$ cat config.mk
export PLATFORM = sky130hd
export DESIGN_NAME = sprite_palette_engine
export DESIGN_NICKNAME = d
export VERILOG_FILES = /design/src/rtl/sprite_palette_engine.sv
export SDC_FILE = /design/constraint.sdc
export NUM_CORES = 1
export LEC_CHECK = 0
export ABC_CLOCK_PERIOD_IN_PS = 3100
export BUFFER_PORTS_ARGS = -buffer_cell sky130_fd_sc_hd__buf_2
export CAP_MARGIN = 20
export CORE_ASPECT_RATIO = 1.2
export CORE_MARGIN = 1
export CORE_UTILIZATION = 60
export CTS_CLUSTER_SIZE = 40
export DETAILED_ROUTE_END_ITERATION = 8
export PLACE_DENSITY = 0.86
export SYNTH_ARGS = -nofsm -noshare
export SYNTH_HDL_FRONTEND = slang
export SYNTH_SLANG_ARGS = --single-unit
$ cat constraint.sdc
create_clock -name clk -period 3.1 [get_ports clk]
set_clock_uncertainty 0.15 [all_clocks]
set_input_delay 0 -clock clk [delete_from_list [all_inputs] [get_ports clk]]
set_output_delay 0 -clock clk [all_outputs]
set_load 0.03 [all_outputs]
$ cat src/rtl/sprite_palette_engine.sv
// Banked palette RAM with a 2-stage (palette, index) -> RGB lookup pipeline and transparency flag.
// Define PALETTE_FLASH_EN to add the frame-synchronous white hit-flash FSM.
module sprite_palette_engine #(
   parameter int unsigned NUM_PALETTES      = 4,
   parameter int unsigned INDEX_W           = 4,
   parameter int unsigned COLOR_W           = 4,
   parameter int unsigned TRANSPARENT_INDEX = 0,
   parameter int unsigned FLASH_FRAMES      = 8,
   localparam int unsigned PAL_W = (NUM_PALETTES > 1) ? $clog2(NUM_PALETTES) : 1
) (
   input  logic                 clk,
   input  logic                 reset,
   input  logic                 wr_en,
   input  logic [PAL_W-1:0]     wr_pal,
   input  logic [INDEX_W-1:0]   wr_index,
   input  logic [3*COLOR_W-1:0] wr_rgb,
   input  logic                 pix_valid,
   input  logic [PAL_W-1:0]     pix_pal,
   input  logic [INDEX_W-1:0]   pix_index,
   input  logic                 frame_tick,
   input  logic                 flash_start,
   output logic                 out_valid,
   output logic [COLOR_W-1:0]   red,
   output logic [COLOR_W-1:0]   green,
   output logic [COLOR_W-1:0]   blue,
   output logic                 out_transparent,
   output logic                 flash_active
);

   localparam int unsigned DEPTH = 2 ** INDEX_W;
   localparam int unsigned RGB_W = 3 * COLOR_W;
   localparam logic [PAL_W:0] NUM_PAL_C = (PAL_W + 1)'(NUM_PALETTES);
   localparam logic [INDEX_W-1:0] TRANSP_C = INDEX_W'(TRANSPARENT_INDEX);

   logic [RGB_W-1:0]   mem [NUM_PALETTES][DEPTH];
   logic               s1_valid;
   logic [PAL_W-1:0]   s1_pal;
   logic [INDEX_W-1:0] s1_index;
   logic               wr_ok;
   logic               s1_ok;
   logic               s1_transp;
   logic               flash_on;
   logic [RGB_W-1:0]   rd_rgb;
   logic [RGB_W-1:0]   pix_rgb;
   logic [RGB_W-1:0]   rgb_q;

   assign wr_ok = ({1'b0, wr_pal} < NUM_PAL_C);
   assign s1_ok = ({1'b0, s1_pal} < NUM_PAL_C);

   // RAM is deliberately outside the reset domain so contents survive reset.
   always_ff @(posedge clk) begin
      if (wr_en && wr_ok) begin
         mem[wr_pal][wr_index] <= wr_rgb;
      end
   end

   always_comb begin
      rd_rgb    = '0;
      pix_rgb   = '0;
      s1_transp = !s1_ok || (s1_index == TRANSP_C);
      if (s1_ok) begin
         rd_rgb  = mem[s1_pal][s1_index];
         pix_rgb = (flash_on && !s1_transp) ? '1 : rd_rgb;
      end
   end

   always_ff @(posedge clk) begin
      if (reset) begin
         s1_valid        <= 1'b0;
         s1_pal          <= '0;
         s1_index        <= '0;
         out_valid       <= 1'b0;
         out_transparent <= 1'b0;
         rgb_q           <= '0;
      end else begin
         s1_valid  <= pix_valid;
         s1_pal    <= pix_pal;
         s1_index  <= pix_index;
         out_valid <= s1_valid;
         // Colour and transparency hold through bubbles.
         if (s1_valid) begin
            rgb_q           <= pix_rgb;
            out_transparent <= s1_transp;
         end
      end
   end

   assign red   = rgb_q[3*COLOR_W-1:2*COLOR_W];
   assign green = rgb_q[2*COLOR_W-1:COLOR_W];
   assign blue  = rgb_q[COLOR_W-1:0];

`ifdef PALETTE_FLASH_EN
   localparam int unsigned REM_W = $clog2(FLASH_FRAMES + 1);

   typedef enum logic [1:0] {StIdle, StOn, StOff} flash_state_e;

   flash_state_e     state_q, state_d;
   logic [REM_W-1:0] rem_q, rem_d;
   logic             active_q;

   always_comb begin
      state_d = state_q;
      rem_d   = rem_q;
      // A start in the same cycle as a tick wins and swallows the tick.
      if (flash_start) begin
         state_d = StOn;
         rem_d   = REM_W'(FLASH_FRAMES);
      end else if (frame_tick && (state_q != StIdle)) begin
         if (rem_q <= REM_W'(1)) begin
            state_d = StIdle;
            rem_d   = '0;
         end else begin
            rem_d   = rem_q - REM_W'(1);
            state_d = (state_q == StOn) ? StOff : StOn;
         end
      end
   end

   always_ff @(posedge clk) begin
      if (reset) begin
         state_q  <= StIdle;
         rem_q    <= '0;
         active_q <= 1'b0;
      end else begin
         state_q  <= state_d;
         rem_q    <= rem_d;
         active_q <= (state_d != StIdle);
      end
   end

   assign flash_on     = (state_q == StOn);
   assign flash_active = active_q;
`else
   logic unused_flash;

   assign unused_flash = flash_start ^ frame_tick;
   assign flash_on     = 1'b0;
   assign flash_active = 1'b0;
`endif

endmodule
==> impl_metrics.env <==
export IMPL_rows=90
export IMPL_grt_pass1_wl_um=109000
export IMPL_via_count=16200
export IMPL_synth_edff_count=768
export IMPL_cts_tree="done"
export IMPL_syn_to_final_growth_pct=13.6
export IMPL_ys_types=57
export IMPL_fin_tns_setup_ns=0
export IMPL_cp_data_arrival_time_ns=3.35
export IMPL_wl_per_cell_um=32.1
export IMPL_min_period_ns=3.02
export IMPL_max_freq_mhz=331
export IMPL_pwr_density_cell_mw_per_mm2=622
export IMPL_die_w_um=209
export IMPL_hold_class="primary input to flip-flop"
export IMPL_grt_pass1_vias=16400
export IMPL_worstPathRequired_ns=3.43
export IMPL_cts_clk_slew_worst_paths_ns=0.07
export IMPL_ys_warn_count=0
export IMPL_cpPeakStageDelay_ns=0.65
export IMPL_synth_top_cell_area_share_pct=74.6
export IMPL_ys_ff_latch=789
export IMPL_synth_main_ff_cell="edfxtp_1"
export IMPL_maxCapViolCount=0
export IMPL_antenna_found_initial=2
export IMPL_viasPerCell=6.82
export IMPL_grt_usage_pct=29.6
export IMPL_layout_worst_path_cycle_share_pct=97.5
export IMPL_die_area_mm2=0.0525
export IMPL_cts_buffers=72
export IMPL_cp_start_kind="flip-flop"
export IMPL_rrSetupSlack_ns=0.08
export IMPL_cp_end_kind="flip-flop"
export IMPL_die_h_um=251
export IMPL_worstHoldPathCells=1
export IMPL_synthArstFlopShare_pct=0
export IMPL_hold_viol=0
export IMPL_num_io_pins=45
export IMPL_coreArea_mm2=0.0506
export IMPL_final_cell_area_mm2=0.0351
export IMPL_h_tree_depth=3
export IMPL_cts_buffer_depth=3
export IMPL_hold_end="mem[1][28]$_DFFE_PP_"
export IMPL_yosysMostFrequentCell="edfxtp_1"
export IMPL_synthTopCellsByArea="edfxtp_1 75%, mux4_2 9.9%, mux2i_1 2.6%, mux4_1 2.5%, dfxtp_1 1.4%"
export IMPL_drv_slew=0
export IMPL_setup_violations=0
export IMPL_drt_wl_total_um=76200
export IMPL_worst_r2r_cell_count=7
export IMPL_drt_pass1_iter_count=7
export IMPL_gp_congestion=1.01
export IMPL_nNetsFinal=1704
export IMPL_leakage_nw=11.3
export IMPL_peakVddDrop_v=0.000520
export IMPL_synth_fp_nets=1503
export IMPL_tightest_slew_ns=1.15
export IMPL_grt_start_max_net_pins=65
export IMPL_insertion_delay_ns=0.63
export IMPL_rsz0062_at_grt="no"
export IMPL_root_buffer="clkbuf_16"
export IMPL_drive_above_1_share_pct=26.0
export IMPL_synthCells=1473
export IMPL_status="finished clean"
export IMPL_synth_yosys_seq_area_share_pct=75.9
export IMPL_ant_nets=0
export IMPL_max_slew_margin_pct=23.3
export IMPL_avgSynthCellArea_um2=21.0
export IMPL_drc=0
export IMPL_overflow=0
export IMPL_critical_path_max_fanout=21
export IMPL_cts_sinks=789
export IMPL_cp_top_family="multiplexers"
export IMPL_cp_slowest_cell="a311oi_1"
export IMPL_crit_chain="buf_12 > buf_12 > mux4_2 > mux2i_1 > o21ai_0 > a311oi_1 > nor4_1"
export IMPL_totalPowerFinal_w=0.0218
export IMPL_yosys_area_top_type="edfxtp_1"
export IMPL_worstHoldStart="wr_rgb[4]"
export IMPL_synth_common_cells="768 x edfxtp_1, 136 x mux4_2, 95 x nor2_1, 81 x mux2i_1, 49 x nand2_1"
export IMPL_netlist_area_mm2=0.0309
export IMPL_critPathKind="flip-flop to flip-flop"
export IMPL_dpl_hpwl_um=45400
export IMPL_r2r_end="rgb_q[8]$_SDFFE_PP0P_"
export IMPL_crit_buf_inv=2
export IMPL_path_common_cell="buf_12"
export IMPL_postPlaceCellArea_mm2=0.0324
export IMPL_initial_utilization_pct=61.2
export IMPL_drt_iter0_markers=2379
export IMPL_portBuffers=41
-- worst max path at each step --
stage	endpoint	slack (ns)	cells after the start
after floorplan	rgb_q[11]$_SDFFE_PP0P_	0.92	8
after global placement	rgb_q[9]$_SDFFE_PP0P_	0.40	6
after detailed placement	rgb_q[2]$_SDFFE_PP0P_	0.37	8
after CTS	rgb_q[8]$_SDFFE_PP0P_	0.23	7
after global routing	rgb_q[2]$_SDFFE_PP0P_	0.07	8
final	rgb_q[8]$_SDFFE_PP0P_	0.08	7
-- through the flow --
stage	hold WS, ns	utilization [%]	std cells	setup WS [ns]
2_1_floorplan	-0.0511	-	1473	0.920
3_3_place_gp	0.0579	64.1	2206	0.405
3_5_place_dp	0.0757	64.1	2206	0.373
4_1_cts	0.00568	69.3	2368	0.234
5_1_grt	0.0334	69.5	2375	0.0696
6_report	0.0245	69.5	2375	0.0783
-- cells in the final DEF (no fill, tap or decap), drive strengths merged, types with 3 or more instances in the layout --
cell	Yosys	routed
a22o	12	12
nor2	95	95
dfxtp	21	21
o22ai	16	16
nor2b	27	27
a211oi	8	8
a211o	6	6
inv	1	6
and2	7	7
o21ai	16	16
a22oi	14	14
mux4	165	165
a2111oi	12	12
nor3	3	3
bufinv	0	5
edfxtp	768	768
nand2b	5	5
buf	49	173
a221oi	5	5
clkbuf	30	95
mux2i	81	81
a21oi	11	11
nand3	10	10
clkinv	0	24
mux2	21	21
nand2	49	49
a311oi	6	6
dlygate4sd3	1	35
nand3b	3	3
nor4	9	9
-- logic make-up after synthesis --
family          count (synthesis)  synth area share [%]
flops                         789                  75.9
mux                           267                  15.8
simple gates                  216                  3.24
compound gates                118                  2.97
buf+inv                        82                  2.10
other cells                     1                0.0121
-- registers in the layout, indices dropped and copies added, names as in the netlist, named ones only --
signal / cells
mem: 768
out_transparent: 1
out_valid: 1
rgb_q: 12
s1_index: 4
s1_valid: 1
-- power breakdown --
part / internal, W / leakage (nW) / switching [W]
sequential: 0.0118 / 7.08 / 0.0000752
clock: 0.00489 / 1.12 / 0.00385
combinational: 0.000468 / 3.12 / 0.000775
-- final cells by class --
class / instances / area, um2
flip-flops and latches: 789 / 23500
fillers: 2801 / 15400
multi-input cells: 602 / 6800
clock buffers: 95 / 1950
repair buffers: 208 / 1720
well taps: 644 / 806
clock inverters: 35 / 354
inverters: 1 / 3.75
diodes: 1 / 2.50
-- what timing repair did --
action,CTS,global route
resized for setup,0,0
hold buffers,32,3
setup endpoints to repair,0,0
hold endpoints to repair,288,171
buffers inserted,0,0
-- metal layers --
| metal | GRT usage [%] | share of wire [%] | wire length (um) |
|---|---|---|---|
| met4 | 16.7 | 5.9 | 4500 |
| met2 | 48.5 | 50 | 38200 |
| met3 | 6.36 | 11 | 8130 |
| met1 | 37.1 | 33 | 25400 |
| met5 | 0 | 0.014 | 11 |
Power figures use the tool's default switching activity.
